File: config.mk
export PLATFORM = sky130hd
export DESIGN_NAME = dsp_mac_sequencer_flat
export DESIGN_NICKNAME = d
export VERILOG_FILES = /design/src/rtl/dsp_mac_sequencer_pkg.sv /design/src/rtl/dsp_mac_sequencer_if.sv /design/src/rtl/dsp_mac_sequencer_tag_pipe.sv /design/src/rtl/dsp_mac_sequencer.sv /design/src/flat_wrapper.sv
export SDC_FILE = /design/constraint.sdc
export NUM_CORES = 1
export LEC_CHECK = 0
export CORE_MARGIN = 4
export CORE_UTILIZATION = 42
export DETAILED_ROUTE_END_ITERATION = 8
export MAX_ROUTING_LAYER = met4
export PLACE_DENSITY = 0.88
export SLEW_MARGIN = 40
export SYNTH_ARGS = -nofsm -noshare
export SYNTH_HDL_FRONTEND = slang
export SYNTH_SLANG_ARGS = --single-unit
File: constraint.sdc
create_clock -name i_clk -period 2.4 [get_ports i_clk]
set_input_delay 0.36 -clock i_clk [delete_from_list [all_inputs] [get_ports i_clk]]
set_output_delay 0.36 -clock i_clk [all_outputs]
set_load 0.1 [all_outputs]
File: src/rtl/dsp_mac_sequencer_pkg.sv
// rtl/dsp_mac_sequencer_pkg.sv - shared types and OPMODE constants for the MAC sequencer
package dsp_seq_pkg;

   typedef enum logic [1:0] {
      ST_IDLE  = 2'd0,
      ST_RUN   = 2'd1,
      ST_DRAIN = 2'd2,
      ST_DONE  = 2'd3
   } state_t;

   localparam logic [7:0] OPM_FIRST = 8'h01;
   localparam logic [7:0] OPM_ACC   = 8'h09;
   localparam logic [7:0] OPM_HOLD  = 8'h08;

   typedef struct packed {
      logic valid;
      logic first;
   } tag_t;

   // First term loads P from M alone so a stale P never leaks into a new sum.
   function automatic logic [7:0] tag_opmode(input tag_t t);
      if (!t.valid) return OPM_HOLD;
      return t.first ? OPM_FIRST : OPM_ACC;
   endfunction

endpackage

File: src/rtl/dsp_mac_sequencer_if.sv
// rtl/dsp_mac_sequencer_if.sv - operand-pair stream between source and sequencer
interface dsp_mac_sequencer_if #(
   parameter int N_AB = 18
);
   logic                   in_valid;
   logic                   in_ready;
   logic signed [N_AB-1:0] a_in;
   logic signed [N_AB-1:0] b_in;

   modport master (output in_valid, output a_in, output b_in, input in_ready);
   modport slave  (input in_valid, input a_in, input b_in, output in_ready);
endinterface

File: src/rtl/dsp_mac_sequencer_tag_pipe.sv
// rtl/dsp_mac_sequencer_tag_pipe.sv - term tag delay line matching the slice multiply latency
module dsp_tag_pipe
   import dsp_seq_pkg::*;
#(
   parameter int DEPTH = 2
) (
   input  logic i_clk,
   input  logic i_rst_n,
   input  logic i_flush,
   input  tag_t i_tag,
   output tag_t o_head,
   output logic o_any_valid
);

   tag_t r_stage [DEPTH];

   always_ff @(posedge i_clk or negedge i_rst_n) begin
      if (!i_rst_n) begin
         for (int i = 0; i < DEPTH; i++) r_stage[i] <= '0;
      end else if (i_flush) begin
         for (int i = 0; i < DEPTH; i++) r_stage[i] <= '0;
      end else begin
         r_stage[0] <= i_tag;
         for (int i = 1; i < DEPTH; i++) r_stage[i] <= r_stage[i-1];
      end
   end

   assign o_head = r_stage[DEPTH-1];

   always_comb begin
      o_any_valid = 1'b0;
      for (int i = 0; i < DEPTH; i++) o_any_valid = o_any_valid | r_stage[i].valid;
   end

endmodule

File: src/rtl/dsp_mac_sequencer.sv
// rtl/dsp_mac_sequencer.sv - drives a DSP48A1 slice as a signed dot-product MAC
module dsp_mac_sequencer
   import dsp_seq_pkg::*;
#(
   parameter int N_AB    = 18,
   parameter int N_P     = 48,
   parameter int LEN_W   = 8,
   parameter int MUL_LAT = 2
) (
   input  logic                   i_clk,
   input  logic                   i_rst_n,
   input  logic                   i_start,
   input  logic [LEN_W-1:0]       i_len,
   input  logic                   i_clr,
   dsp_mac_sequencer_if.slave     s_in,
   output logic signed [N_AB-1:0] o_a,
   output logic signed [N_AB-1:0] o_b,
   output logic                   o_ce,
   output logic [7:0]             o_opmode,
   output logic                   o_cep,
   output logic                   o_rstp,
   input  logic signed [N_P-1:0]  i_p,
   output logic signed [N_P-1:0]  o_result,
   output logic                   o_result_valid,
   output logic                   o_busy
);

   state_t                 r_state;
   state_t                 w_next;
   logic [LEN_W-1:0]       r_remaining;
   logic                   r_first;
   logic                   r_zero;
   logic signed [N_AB-1:0] r_a;
   logic signed [N_AB-1:0] r_b;
   logic [7:0]             r_opmode;
   logic                   r_cep;
   logic signed [N_P-1:0]  r_result;
   logic                   r_result_valid;

   logic w_ready;
   logic w_accept;
   logic w_start;
   logic w_any_valid;
   tag_t w_tag;
   tag_t w_head;

   assign w_ready  = (r_state == ST_RUN) && (r_remaining != '0) && !i_clr;
   assign w_accept = w_ready && s_in.in_valid;
   assign w_start  = (r_state == ST_IDLE) && i_start && !i_clr;
   assign w_tag    = '{valid: w_accept, first: w_accept && r_first};

   dsp_tag_pipe #(
      .DEPTH (MUL_LAT)
   ) u_tag_pipe (
      .i_clk       (i_clk),
      .i_rst_n     (i_rst_n),
      .i_flush     (i_clr),
      .i_tag       (w_tag),
      .o_head      (w_head),
      .o_any_valid (w_any_valid)
   );

   always_comb begin
      w_next = r_state;
      if (i_clr) begin
         w_next = ST_IDLE;
      end else begin
         case (r_state)
            ST_IDLE:  if (i_start) w_next = (i_len == '0) ? ST_DONE : ST_RUN;
            ST_RUN:   if (w_accept && r_remaining == LEN_W'(1)) w_next = ST_DRAIN;
            ST_DRAIN: if (!w_any_valid) w_next = ST_DONE;
            ST_DONE:  w_next = ST_IDLE;
            default:  w_next = ST_IDLE;
         endcase
      end
   end

   always_ff @(posedge i_clk or negedge i_rst_n) begin
      if (!i_rst_n) begin
         r_state        <= ST_IDLE;
         r_remaining    <= '0;
         r_first        <= 1'b0;
         r_zero         <= 1'b0;
         r_a            <= '0;
         r_b            <= '0;
         r_opmode       <= OPM_HOLD;
         r_cep          <= 1'b0;
         r_result       <= '0;
         r_result_valid <= 1'b0;
      end else begin
         r_state        <= w_next;
         r_result_valid <= (r_state == ST_DONE) && !i_clr;
         if ((r_state == ST_DONE) && !i_clr) r_result <= r_zero ? '0 : i_p;
         // The decode register is the last delay stage, so it is flushed with the pipe.
         if (i_clr) begin
            r_opmode <= OPM_HOLD;
            r_cep    <= 1'b0;
         end else begin
            r_opmode <= tag_opmode(w_head);
            r_cep    <= w_head.valid;
         end
         if (w_start) begin
            r_remaining <= i_len;
            r_first     <= 1'b1;
            r_zero      <= (i_len == '0);
         end
         if (w_accept) begin
            r_a         <= s_in.a_in;
            r_b         <= s_in.b_in;
            r_remaining <= r_remaining - LEN_W'(1);
            r_first     <= 1'b0;
         end
      end
   end

   assign s_in.in_ready  = w_ready;
   assign o_a            = r_a;
   assign o_b            = r_b;
   assign o_busy         = (r_state != ST_IDLE);
   assign o_ce           = o_busy;
   assign o_opmode       = r_opmode;
   assign o_cep          = r_cep;
   assign o_rstp         = i_clr || ((r_state == ST_IDLE) && i_start);
   assign o_result       = r_result;
   assign o_result_valid = r_result_valid;

endmodule

File: src/flat_wrapper.sv
// flat-port wrapper written by rule: the top's interface ports become plain ports
module dsp_mac_sequencer_flat import dsp_seq_pkg::*;
#(
   parameter int N_AB    = 18,
   parameter int N_P     = 48,
   parameter int LEN_W   = 8,
   parameter int MUL_LAT = 2
)
  (i_clk, i_rst_n, i_start, i_len, i_clr, o_a, o_b, o_ce, o_opmode, o_cep, o_rstp, i_p, o_result, o_result_valid, o_busy, s_in_in_valid, s_in_a_in, s_in_b_in, s_in_in_ready);
  dsp_mac_sequencer_if #(.N_AB(N_AB)) s_in_i ();
  input  logic i_clk;
  input  logic i_rst_n;
  input  logic i_start;
  input  logic [LEN_W-1:0] i_len;
  input  logic i_clr;
  output logic signed [N_AB-1:0] o_a;
  output logic signed [N_AB-1:0] o_b;
  output logic o_ce;
  output logic [7:0] o_opmode;
  output logic o_cep;
  output logic o_rstp;
  input  logic signed [N_P-1:0] i_p;
  output logic signed [N_P-1:0] o_result;
  output logic o_result_valid;
  output logic o_busy;
  input wire logic [$bits(s_in_i.in_valid)-1:0] s_in_in_valid;
  input wire logic [$bits(s_in_i.a_in)-1:0] s_in_a_in;
  input wire logic [$bits(s_in_i.b_in)-1:0] s_in_b_in;
  output wire logic [$bits(s_in_i.in_ready)-1:0] s_in_in_ready;
  assign s_in_i.in_valid = s_in_in_valid;
  assign s_in_i.a_in = s_in_a_in;
  assign s_in_i.b_in = s_in_b_in;
  assign s_in_in_ready = s_in_i.in_ready;
  dsp_mac_sequencer #(.N_AB(N_AB), .N_P(N_P), .LEN_W(LEN_W), .MUL_LAT(MUL_LAT)) u_core (.i_clk(i_clk), .i_rst_n(i_rst_n), .i_start(i_start), .i_len(i_len), .i_clr(i_clr), .s_in(s_in_i), .o_a(o_a), .o_b(o_b), .o_ce(o_ce), .o_opmode(o_opmode), .o_cep(o_cep), .o_rstp(o_rstp), .i_p(i_p), .o_result(o_result), .o_result_valid(o_result_valid), .o_busy(o_busy));
endmodule
==> impl_metrics.sql <==
INSERT INTO impl_metrics (metric_group, metric, value, unit) VALUES
('cts', 'tritoncts', 'yes', ''),
('cells_and_area', 'antenna_cells_inserted', '0', ''),
('detailed_routing', 'initialDrtViolationCount', '334', ''),
('floorplan', 'dieHeight', '111', 'um'),
('global_route', 'first_global_vias', '3965', ''),
('global_route', 'gr-usage-all-layers', '0.204', ''),
('detailed_routing', 'route.vias.total', '3906', ''),
('cts', 'cts_inserted_buffers', '9', ''),
('cts', 'clock_slew_at_the_register_clock_pins_of_the_worst_setup_and_hold_paths', '0.10', 'ns'),
('cts', 'cts-root-to-sink-buffers', '2', ''),
('placement', 'total_half_perimeter_wirelength_after_legalization_and_detailed_placement', '8.93', 'mm'),
('timing', 'max-slew-margin-rel', '0.573', ''),
('cells_and_area', 'area_growth_syn_to_layout', '45.8', '%'),
('cells_and_area', 'mostFrequentLayoutCell', 'nand2_1', ''),
('detailed_routing', 'drt.antenna.violating_nets', '0', ''),
('global_route', 'grt_start_max_net_pins', '98', ''),
('worst_setup_path', 'timing.critical_path.to_type', 'primary output', ''),
('timing', 'top_achievable_clock_speed', '0.429', 'GHz'),
('timing', 'worstMarginPinSlew', '0.641', 'ns'),
('worst_setup_path', 'crit_required', '2.04', 'ns'),
('yosys', 'synth_warnings', '0', ''),
('yosys', 'post_synth_instance_area', '4470', 'um2'),
('yosys', 'postSynthRegisterBits', '103', ''),
('worst_setup_path', 'crit_path_cell_trace', 'inv_1 -> ha_2 -> or3b_2 -> nor2_4 -> nor3b_4 -> buf_12', ''),
('worst_setup_path', 'crit_path_start', 'u_core.r_remaining[1]', ''),
('placement', 'io_buffer_count', '188', ''),
('job', 'number_of_violations_of_the_max_capacitance_limit', '0', ''),
('worst_setup_path', 'critical-path-slowest-cell', 'or3b_2', ''),
('timing', 'finalHoldViolations', '0', ''),
('global_route', 'antenna_found_initial', '0', ''),
('cts', 'clk-insertion-delay-late', '0.36', 'ns'),
('worst_setup_path', 'delay_of_the_slowest_cell_on_the_worst_path', '0.53', 'ns'),
('cells_and_area', 'nets', '762', ''),
('detailed_routing', 'wirelength', '12.1', 'mm'),
('cells_and_area', 'number_of_fill_cells_in_the_layout', '839', ''),
('cells_and_area', 'leading_cell_types_in_the_layout_fill_and_taps_excluded', 'nand2_1, dfrtp_1, buf_4', ''),
('timing', 'clock_skew', '0.00753', 'ns'),
('timing', 'finalMaxSlewViolations', '0', ''),
('cells_and_area', 'multi_input_area', '1740', 'um2'),
('detailed_routing', 'vias_per_cell', '4.89', ''),
('global_route', 'grt_remaining_overflow', '0', ''),
('detailed_routing', 'drt_pass1_iterations', '4', ''),
('worst_setup_path', 'path_delay_family', 'simple AND/OR/NAND/NOR gates', ''),
('detailed_routing', 'post_drt_wl_per_cell', '15.2', 'um'),
('hold_path', 'hold_path_class', 'input pin to asynchronous set/reset pin', ''),
('detailed_routing', 'route.detailed.drc', '0', ''),
('worst_setup_path', 'critPathLaunchType', 'register', ''),
('yosys', 'synth.distinct_cells', '40', ''),
('timing', 'fraction_of_the_cycle_the_final_worst_path_needs', '0.971', ''),
('worst_setup_path', 'worst-endpoint-arrival', '1.97', 'ns'),
('worst_setup_path', 'timing.critical_path.buf_inv', '2', ''),
('worst_setup_path', 'critical_path_start_end_classification', 'register to primary output', ''),
('floorplan', 'starting_density_of_the_core', '0.433', ''),
('worst_setup_path', 'r2r_start', 'u_core.r_remaining[1]', ''),
('yosys', 'synthesis.area_per_instance', '9.33', 'um2'),
('floorplan', 'die-area', '12400', 'um2'),
('cells_and_area', 'layout_cells_sized_above_1', '0.198', ''),
('yosys', 'yosysSeqAreaShare', '0.577', ''),
('timing', 'timing.final.crit_period', '2.33', 'ns'),
('floorplan', 'floorplan.die.width', '111', 'um'),
('yosys', 'netlist_instances', '479', ''),
('global_route', 'wire_length_of_the_first_global_routing_pass', '20.2', 'mm'),
('worst_setup_path', 'ff2ff_setup_slack', '0.08', 'ns'),
('cts', 'postCtsSetupRepairBufs', '0', ''),
('floorplan', 'floorplan.rows', '37', ''),
('placement', 'gp_congestion', '0.882', ''),
('worst_setup_path', 'critical_path_peak_fanout', '5', ''),
('floorplan', 'design.portCount', '195', ''),
('cts', 'cts_sinks', '103', ''),
('cts', 'cts-hold-fix-buffers', '0', ''),
('timing', 'timing.setup.tns', '0', 'ns'),
('cells_and_area', 'register_area', '2580', 'um2'),
('cts', 'clock_tree.root_cell', 'clkbuf_8', ''),
('timing', 'setup_repair_after_global_routing_missed_its_margin', 'no', ''),
('floorplan', 'core-area', '10300', 'um2'),
('outcome', 'outcome', 'completed', ''),
('cts', 'cts-htree-levels', '3', ''),
('timing', 'setup_viol_count_final', '0', '');
==> area by class of cell <==
class	count	area share
Sequential cell	103	0.396
Tap cell	136	0.0261
Timing Repair Buffer	198	0.272
Inverter	7	0.00403
Multi-Input combinational cell	339	0.268
Clock inverter	6	0.0129
Clock buffer	10	0.0211
==> kinds of logic (layout without fill, tap and decap cells) <==
kind of cell / Yosys count / in the layout / share of synthesized area
compound gates: 72 / 72 / 0.0952
simple gates: 252 / 252 / 0.260
fa+ha+maj: 7 / 7 / 0.0196
flops: 103 / 103 / 0.577
mux: 2 / 2 / 0.00476
other cells: 1 / 6 / 0.000839
buf+inv: 42 / 221 / 0.0423
==> cell usage after synthesis <==
cell | number | area [um2]
a211oi_1 | 1 | 7.51
a21o_1 | 1 | 7.51
a21oi_1 | 6 | 30.0
a311oi_1 | 2 | 17.5
a31oi_1 | 1 | 6.26
and2_1 | 1 | 6.26
and3_1 | 1 | 6.26
and3b_1 | 2 | 17.5
buf_1 | 1 | 3.75
buf_2 | 1 | 5.00
buf_4 | 8 | 60.1
clkbuf_1 | 25 | 93.8
conb_1 | 1 | 3.75
dfrtp_1 | 102 | 2550
dfstp_2 | 1 | 26.3
ha_1 | 7 | 87.6
inv_1 | 6 | 22.5
inv_2 | 1 | 3.75
mux2_1 | 1 | 11.3
mux2i_1 | 1 | 10.0
nand2_1 | 162 | 608
nand2b_1 | 50 | 313
nand3_1 | 7 | 35.0
nand3b_1 | 4 | 30.0
nand4_1 | 1 | 6.26
nand4b_1 | 2 | 17.5
nor2_1 | 9 | 33.8
nor2b_1 | 4 | 25.0
nor3_1 | 2 | 10.0
nor3b_1 | 2 | 15.0
nor4_1 | 3 | 18.8
o211ai_1 | 3 | 22.5
o21a_1 | 1 | 7.51
o21ai_0 | 52 | 260
o21ai_4 | 1 | 16.3
o221a_1 | 1 | 11.3
o221a_2 | 2 | 22.5
o41ai_2 | 1 | 16.3
or3b_2 | 1 | 8.76
or4_4 | 1 | 11.3
==> stage by stage <==
step                setup slack (ns)  utilization  std cells  hold WS, ns  cell area [um2]
CTS                           0.0370        0.630        799       0.0330             6510
floorplan                      0.231            -        484       0.0644             4500
global route                0.000812        0.631        799       0.0422             6510
detailed placement             0.124        0.609        783        0.359             6280
global placement               0.199        0.609        783        0.357             6280
finish                        0.0684        0.631        799      0.00576             6510
==> repair_timing <==
action,CTS,global route
endpoints found under the hold margin,0,0
gates cloned,0,0
setup endpoints to repair,1,1
gates resized for setup,1,2
==> sequential cells by signal (all words and copies together), names as in the netlist <==
| signal | cells |
|---|---|
| u_core.o_b | 18 |
| u_core.u_tag_pipe.r_stage | 2 |
| u_core.o_a | 18 |
| u_core.o_result | 48 |
| u_core.o_result_valid | 1 |
| u_core.u_tag_pipe.o_head | 2 |
| u_core.r_first | 1 |
| u_core.o_opmode | 2 |
| u_core.r_zero | 1 |
| u_core.r_state | 2 |
| u_core.r_remaining | 8 |
==> worst reg2reg max path: cells and delay by family (launching register included) <==
kind                     cells  cell delay, ns
adder cells (fa/ha/maj)      1            0.21
flip-flops                   1            0.43
AO/OA/AOI/OAI                2            0.41
multiplexers                 1            0.36
AND/OR/NAND/NOR              1            0.53
buffers and inverters        2            0.29
==> per-layer routing <==
| layer | GRT usage | up-vias | share of wire | routed length, um |
|---|---|---|---|---|
| met5 | - | - | 0 | 0 |
| met4 | 0.0373 | 0 | 0.0082 | 100 |
| met3 | 0.0600 | 7 | 0.083 | 1010 |
| met2 | 0.322 | 170 | 0.47 | 5660 |
| met1 | 0.268 | 1843 | 0.44 | 5360 |
| li1 | - | 1886 | - | - |
==> final timing paths <==
check | endpoint | depth (start not counted)
worst max-delay path | s_in_in_ready | 6
worst min-delay path | u_core.o_result[36] | 1
worst max register to register | u_core.r_remaining[3] | 7
worst min register to register | u_core.o_opmode[3] | 1
max in group asynchronous | u_core.o_opmode[3] | 2
min in group i_clk | u_core.o_opmode[3] | 1
Power is left out: the tool's default activity adds up to more than one toggle a clock period on the data nets, which glitch-free logic cannot reach.
